==> src/rtl/z88_sram_bridge_pkg.sv <==
// Shared types and constants for the Z88 internal-RAM to 8-bit SRAM bridge.
// Holds the byte-cycle and sequencer state encodings, the byte-lane codes and
// the wait-count clamp used by the byte-cycle engine.
package z88_sram_bridge_pkg;

    typedef enum logic [2:0] {
        CYC_IDLE,
        CYC_RD_ACT,
        CYC_WR_SETUP,
        CYC_WR_PULSE,
        CYC_WR_HOLD
    } cyc_state_e;

    typedef enum logic [1:0] {
        SEQ_IDLE,
        SEQ_BYTE,
        SEQ_NEXT
    } seq_state_e;

    localparam logic [1:0] BE_LO   = 2'b10;
    localparam logic [1:0] BE_HI   = 2'b01;
    localparam logic [1:0] BE_WORD = 2'b00;
    localparam logic [1:0] BE_NONE = 2'b11;

    // Wait counts live in a 3-bit counter; out-of-range parameters are pinned
    // to the nearest legal value instead of silently wrapping.
    function automatic logic [2:0] clamp_wait(input int v, input int lo);
        logic [2:0] r;
        if (v < lo)
            r = 3'(lo);
        else if (v > 7)
            r = 3'd7;
        else
            r = 3'(v);
        return r;
    endfunction

endpackage

==> src/rtl/z88_sram_bridge_byte_cycle.sv <==
// Runs one byte read or one byte write on the asynchronous SRAM strobes.
// Read : RD_ACT for 1+RD_WAIT cycles, done on the last one (data sampled there).
// Write: WR_SETUP (1) -> WR_PULSE (WR_PULSE cycles, we_n low unless
//        suppressed) -> WR_HOLD (1, data still driven), done on WR_HOLD.
module z88_sram_byte_cycle
    import z88_sram_bridge_pkg::*;
#(
    parameter int RD_WAIT  = 1,
    parameter int WR_PULSE = 1
) (
    input  logic clk,
    input  logic rst_n,
    input  logic start_i,
    input  logic write_i,
    input  logic wprot_i,
    output logic sram_ce_n_o,
    output logic sram_oe_n_o,
    output logic sram_we_n_o,
    output logic sram_dq_oe_o,
    output logic done_o
);

    localparam logic [2:0] RD_CNT = clamp_wait(RD_WAIT, 0);
    localparam logic [2:0] WR_CNT = clamp_wait(WR_PULSE, 1) - 3'd1;

    cyc_state_e state_q, state_d;
    logic [2:0] cnt_q, cnt_d;

    // State and wait counter registers.
    always_ff @(posedge clk or negedge rst_n) begin
        if (!rst_n) begin
            state_q <= CYC_IDLE;
            cnt_q   <= 3'd0;
        end else begin
            state_q <= state_d;
            cnt_q   <= cnt_d;
        end
    end

    // Next-state and strobe decode; strobes are pure functions of state so an
    // async reset releases the SRAM in the same cycle.
    always_comb begin
        state_d      = state_q;
        cnt_d        = cnt_q;
        sram_ce_n_o  = 1'b1;
        sram_oe_n_o  = 1'b1;
        sram_we_n_o  = 1'b1;
        sram_dq_oe_o = 1'b0;
        done_o       = 1'b0;
        unique case (state_q)
            CYC_IDLE: begin
                if (start_i) begin
                    if (write_i) begin
                        state_d = CYC_WR_SETUP;
                    end else begin
                        state_d = CYC_RD_ACT;
                        cnt_d   = RD_CNT;
                    end
                end
            end
            CYC_RD_ACT: begin
                sram_ce_n_o = 1'b0;
                sram_oe_n_o = 1'b0;
                if (cnt_q == 3'd0) begin
                    done_o  = 1'b1;
                    state_d = CYC_IDLE;
                end else begin
                    cnt_d = cnt_q - 3'd1;
                end
            end
            CYC_WR_SETUP: begin
                sram_ce_n_o  = 1'b0;
                sram_dq_oe_o = 1'b1;
                cnt_d        = WR_CNT;
                state_d      = CYC_WR_PULSE;
            end
            CYC_WR_PULSE: begin
                sram_ce_n_o  = 1'b0;
                sram_dq_oe_o = 1'b1;
                sram_we_n_o  = wprot_i;
                if (cnt_q == 3'd0) begin
                    state_d = CYC_WR_HOLD;
                end else begin
                    cnt_d = cnt_q - 3'd1;
                end
            end
            CYC_WR_HOLD: begin
                sram_ce_n_o  = 1'b0;
                sram_dq_oe_o = 1'b1;
                done_o       = 1'b1;
                state_d      = CYC_IDLE;
            end
            default: begin
                state_d = CYC_IDLE;
            end
        endcase
    end

endmodule

==> src/rtl/z88_sram_bridge.sv <==
// Z88 internal-RAM bus responder driving a physical 8-bit asynchronous SRAM.
// Each 16-bit byte-enabled access becomes one byte cycle, or two (low lane,
// one idle NEXT cycle, high lane) for a full word.
// Optional feature macro: Z88_SRAM_WPROT_EN adds wprot/wprot_hit; when wprot
// is set a write runs its full timing but sram_we_n never goes low.
module z88_sram_bridge
    import z88_sram_bridge_pkg::*;
#(
    parameter int          RD_WAIT   = 1,
    parameter int          WR_PULSE  = 1,
    parameter logic [18:0] ADDR_MASK = 19'h3FFFF
) (
    input  logic        clk,
    input  logic        rst_n,
    input  logic        ram_ce_n,
    input  logic        ram_oe_n,
    input  logic        ram_we_n,
    input  logic [1:0]  ram_be_n,
    input  logic [18:0] ram_addr,
    input  logic [15:0] ram_wdata,
    output logic [15:0] ram_rdata,
    output logic        sram_ce_n,
    output logic        sram_oe_n,
    output logic        sram_we_n,
    output logic [19:0] sram_addr,
    output logic [7:0]  sram_dq_o,
    output logic        sram_dq_oe,
    input  logic [7:0]  sram_dq_i,
    output logic        busy,
    output logic        overrun
`ifdef Z88_SRAM_WPROT_EN
    ,
    input  logic        wprot,
    output logic        wprot_hit
`endif
);

    seq_state_e  seq_q, seq_d;
    logic        req, req_q, start, go;
    logic [18:0] addr_q, addr_d;
    logic        lane_q, lane_d;
    logic        word_q, word_d;
    logic        wr_q, wr_d;
    logic        wp_q, wp_d;
    logic [15:0] wdata_q, wdata_d;
    logic [15:0] rdata_q, rdata_d;
    logic        overrun_q, overrun_d;
    logic        cyc_start, cyc_write, cyc_wprot, cyc_done;
    logic        wprot_in;

`ifdef Z88_SRAM_WPROT_EN
    logic hit_q;
    assign wprot_in  = wprot;
    assign wprot_hit = hit_q;

    // One-cycle flag in the cycle after a protected write is accepted.
    always_ff @(posedge clk or negedge rst_n) begin
        if (!rst_n)
            hit_q <= 1'b0;
        else
            hit_q <= go & ~ram_we_n & wprot;
    end
`else
    assign wprot_in = 1'b0;
`endif

    assign req   = ~ram_ce_n & (~ram_oe_n | ~ram_we_n);
    assign start = req & ~req_q;
    assign go    = start & (seq_q == SEQ_IDLE) & (ram_be_n != BE_NONE);

    assign busy       = (seq_q != SEQ_IDLE);
    assign overrun    = overrun_q;
    assign ram_rdata  = rdata_q;
    assign sram_addr  = {addr_q, lane_q};
    assign sram_dq_o  = lane_q ? wdata_q[15:8] : wdata_q[7:0];

    // Request edge detector, latched access parameters, read data and sticky overrun.
    always_ff @(posedge clk or negedge rst_n) begin
        if (!rst_n) begin
            seq_q     <= SEQ_IDLE;
            req_q     <= 1'b0;
            addr_q    <= 19'd0;
            lane_q    <= 1'b0;
            word_q    <= 1'b0;
            wr_q      <= 1'b0;
            wp_q      <= 1'b0;
            wdata_q   <= 16'd0;
            rdata_q   <= 16'd0;
            overrun_q <= 1'b0;
        end else begin
            seq_q     <= seq_d;
            req_q     <= req;
            addr_q    <= addr_d;
            lane_q    <= lane_d;
            word_q    <= word_d;
            wr_q      <= wr_d;
            wp_q      <= wp_d;
            wdata_q   <= wdata_d;
            rdata_q   <= rdata_d;
            overrun_q <= overrun_d;
        end
    end

    // Sequencer: accept a start in IDLE, run one or two byte cycles, merge read bytes.
    always_comb begin
        seq_d     = seq_q;
        addr_d    = addr_q;
        lane_d    = lane_q;
        word_d    = word_q;
        wr_d      = wr_q;
        wp_d      = wp_q;
        wdata_d   = wdata_q;
        rdata_d   = rdata_q;
        overrun_d = overrun_q;
        cyc_start = 1'b0;
        cyc_write = wr_q;
        cyc_wprot = wp_q;
        if (start && (seq_q != SEQ_IDLE))
            overrun_d = 1'b1;
        unique case (seq_q)
            SEQ_IDLE: begin
                // be_n=11 still consumes the edge (req_q tracks it) but issues nothing.
                if (go) begin
                    addr_d    = ram_addr & ADDR_MASK;
                    lane_d    = (ram_be_n == BE_HI);
                    word_d    = (ram_be_n == BE_WORD);
                    wr_d      = ~ram_we_n;
                    wp_d      = wprot_in & ~ram_we_n;
                    wdata_d   = ram_wdata;
                    cyc_start = 1'b1;
                    cyc_write = ~ram_we_n;
                    cyc_wprot = wprot_in & ~ram_we_n;
                    seq_d     = SEQ_BYTE;
                end
            end
            SEQ_BYTE: begin
                if (cyc_done) begin
                    if (!wr_q) begin
                        if (!word_q)
                            rdata_d = {sram_dq_i, sram_dq_i};
                        else if (lane_q)
                            rdata_d[15:8] = sram_dq_i;
                        else
                            rdata_d[7:0] = sram_dq_i;
                    end
                    if (word_q && !lane_q) begin
                        lane_d = 1'b1;
                        seq_d  = SEQ_NEXT;
                    end else begin
                        seq_d = SEQ_IDLE;
                    end
                end
            end
            SEQ_NEXT: begin
                cyc_start = 1'b1;
                seq_d     = SEQ_BYTE;
            end
            default: begin
                seq_d = SEQ_IDLE;
            end
        endcase
    end

    z88_sram_byte_cycle #(
        .RD_WAIT  (RD_WAIT),
        .WR_PULSE (WR_PULSE)
    ) u_cycle (
        .clk          (clk),
        .rst_n        (rst_n),
        .start_i      (cyc_start),
        .write_i      (cyc_write),
        .wprot_i      (cyc_wprot),
        .sram_ce_n_o  (sram_ce_n),
        .sram_oe_n_o  (sram_oe_n),
        .sram_we_n_o  (sram_we_n),
        .sram_dq_oe_o (sram_dq_oe),
        .done_o       (cyc_done)
    );

endmodule

==> config.mk <==
export PLATFORM = sky130hd
export DESIGN_NAME = z88_sram_bridge
export DESIGN_NICKNAME = d
export VERILOG_FILES = /design/src/rtl/z88_sram_bridge_pkg.sv /design/src/rtl/z88_sram_bridge_byte_cycle.sv /design/src/rtl/z88_sram_bridge.sv
export SDC_FILE = /design/constraint.sdc
export NUM_CORES = 1
export LEC_CHECK = 0
export CORE_ASPECT_RATIO = 1.75
export CORE_MARGIN = 2
export CORE_UTILIZATION = 39
export CTS_BUF_LIST = sky130_fd_sc_hd__clkbuf_4 sky130_fd_sc_hd__clkbuf_8
export CTS_CLUSTER_DIAMETER = 60
export DETAILED_ROUTE_END_ITERATION = 10
export GPL_TIMING_DRIVEN = 0
export PLACE_DENSITY = 0.71
export SETUP_SLACK_MARGIN = 0.02
export SLEW_MARGIN = 20
export SYNTH_ARGS = -nofsm -noshare
export SYNTH_HDL_FRONTEND = slang
export SYNTH_SLANG_ARGS = --single-unit
==> constraint.sdc <==
create_clock -name clk -period 3.05 [get_ports clk]
set_clock_uncertainty 0.15 [all_clocks]
set_input_delay 0.61 -clock clk [delete_from_list [all_inputs] [get_ports clk]]
set_output_delay 0.61 -clock clk [all_outputs]
set_load 0.005 [all_outputs]
==> results.cfg <==
[status]
outcome = finished clean

[power]
clkPwrFrac_pct = 20.5
power_frac_seq_pct = 40.1
total_leakage_power_nw = 1.84
p_sw_w = 0.000900
combPwrFrac_pct = 39.4
powerDensity_nw_per_um2 = 811
ir_drop_mv = 0.510
swShare_pct = 26.6
p_int_w = 0.00249

[synth]
netlist_area_um2 = 2860
ys_ff_latch = 64
syn_nets = 264
yosysWarnings = 0
synthCells = 212
synth_edf_count = 0
ys_types = 40
syn_area_per_cell_um2 = 13.5
synthFlopType = dfrtp_1
async_flop_share_pct = 100
ys_seq_area_share_pct = 56.0

[critical_path]
cp.arrival_ns = 2.12
path_buf_inv = 4
cp_slowest_cell = a211oi_4
start_kind = input port
path_class = in -> out
cp_num_cells = 7
crit_path_end_kind = output port
required_ns = 2.29
max_stage_delay_ns = 0.33
crit_family = buffers and inverters
path_cells = dlygate4sd2_1, a211oi_4, nand3_2, buf_6, buf_6, a21o_1, dlygate4sd2_1
rr_worst_depth = 7
path_max_fanout = 10
rrSetupSlack_ns = 0.54

[clocking]
cts_made_buffers = 9
clk_path_buf_depth = 2
htree_levels = 3
clk_pin_slew_worst_paths_ns = 0.07
root_buffer = clkbuf_8
cts_sinks = 64
postCtsHoldBufs = 0
cts_tree = done
clkLatencyLatePin_ns = 0.34

[sta]
period_share_pct = 94.5
finalCriticalPeriod_ns = 2.88
slew_violations = 0
setup_viol = 0
fmax_ghz = 0.347
setup_ws_ns = 0.168
worstMarginPinSlew_ns = 0.571
relSlewSlack_pct = 61.9
finalHoldViolations = 0
rsz0062_at_grt = no

[placement]
hpwlAfterDp_um = 4680
dp_slack_ns = -0.552
portBuffers = 97
dp.cells = 396
place_congestion = 0.831

[detailed_routing]
drt_iter0_drc = 73
num_vias = 2083
routed_wl_um = 6320
firstDrtPassIters = 4
drt-vias-per-instance = 5.04
remaining_drc_errors = 0
routed_wire_length_per_instance_um = 15.3
ant_nets = 0

[floorplan]
die_h_um = 117
io-pin-count = 100
dieArea_um2 = 8060
core_area_um2 = 7180
die_width_um = 68.7
rows = 41
start_util_pct = 39.8

[cells_and_area]
n_fill_cell = 641
most-common-layout-cells = 91 x clkdlybuf4s50_1, 64 x dfrtp_1, 50 x mux2_2
drive_gt1_share_pct = 27.5
synthToLayoutAreaGrowth_pct = 46.2
fin_cells = 413
final_common_cell = clkdlybuf4s50_1
n_antenna_cell = 0
final_net_count = 375

[flow_run]
drv_cap = 0

[grt]
grt_start_max_net_pins = 40
grt_pass1_vias = 2100
grt_usage_pct = 17.0
globalRouteOverflowTotal = 0
grt_pass1_wl_um = 9800
antenna_found_initial = 0

[hold_path]
hold_path.class = in -> async
-- sequential cells by signal (all words and copies together), names as in the netlist --
name and count:
word_q 1, u_cycle.state_q 3, addr_q 18, req_q 1, ram_rdata 16, overrun 1
u_cycle.cnt_q 3, lane_q 1, seq_q 2, wp_q 1, wdata_q 16, wr_q 1
-- path summary, 6_finish.rpt --
path	from	to
setup / recovery	ram_we_n	sram_we_n
setup reg to reg	u_cycle.cnt_q[0]	ram_rdata[8]
hold reg to reg	overrun	overrun
min in group clk	overrun	overrun
max in group asynchronous	rst_n	ram_rdata[3]
hold / removal	rst_n	u_cycle.cnt_q[1]
-- synth_stat cells, drive strengths merged (4+ instances only) --
cell	n	share of area, %
dfrtp	64	56
mux2	58	24
a21oi	9	1.6
buf	8	2.0
inv	7	0.92
nor2	6	0.79
clkbuf	5	0.66
nand2	5	0.66
nand2b	5	1.1
and2	4	0.88
o21ai	4	0.70
-- layout make-up --
class | count | area (µm²) | share of cell area, %
Buffer | 13 | 88.8 | 2.13
Sequential cell | 64 | 1600 | 38.3
Multi-Input combinational cell | 128 | 1170 | 27.9
Clock inverter | 2 | 12.5 | 0.299
Inverter | 7 | 26.3 | 0.629
Clock buffer | 13 | 179 | 4.28
Timing Repair Buffer | 100 | 997 | 23.9
Tap cell | 86 | 108 | 2.57
-- per-stage QoR --
step	TNS (ns)	hold slack [ns]	total power [W]	util, %	area [µm²]
global placement	-61.41	0.290	0.00269	54.8	3940
floorplan	0	0.164	0.00194	-	2860
CTS	0	0.0233	0.00344	58.2	4180
finish	0	0.0218	0.00339	58.2	4180
detailed placement	-0.552	0.302	0.00273	55.1	3950
global route	0	0.0349	0.00361	58.2	4180
-- layer usage --
layer	global-route usage, %	vias to the layer above	wire length [µm]
met2	29.9	52	3660
met5	0	-	0
met1	17.8	1048	2260
met3	4.11	10	234
li1	-	973	-
met4	9.67	0	159
-- cells by family after synthesis --
kind of cell / count (synthesis) / synth area share [%]
buf+inv: 20 / 3.59
mux: 59 / 24.3
other cells: 1 / 0.131
flops: 64 / 56.0
compound gates: 29 / 7.57
fa+ha+maj: 2 / 0.876
simple gates: 37 / 7.53
-- what timing repair did --
item	in CTS	in global routing
hold endpoints to repair	0	0
setup buffers	2	0
gates resized for setup	11	0
setup endpoints to repair	1	0
-- power by group through the flow --
| stage | clock network [W] | logic [W] | registers [W] |
|---|---|---|---|
| floorplan | 0 | 0.000576 | 0.00136 |
| global placement | 0 | 0.00132 | 0.00136 |
| detailed placement | 0 | 0.00135 | 0.00138 |
| CTS | 0.000714 | 0.00136 | 0.00136 |
| global route | 0.000746 | 0.00146 | 0.00140 |
| finish | 0.000695 | 0.00133 | 0.00136 |
Power figures use the tool's default switching activity.
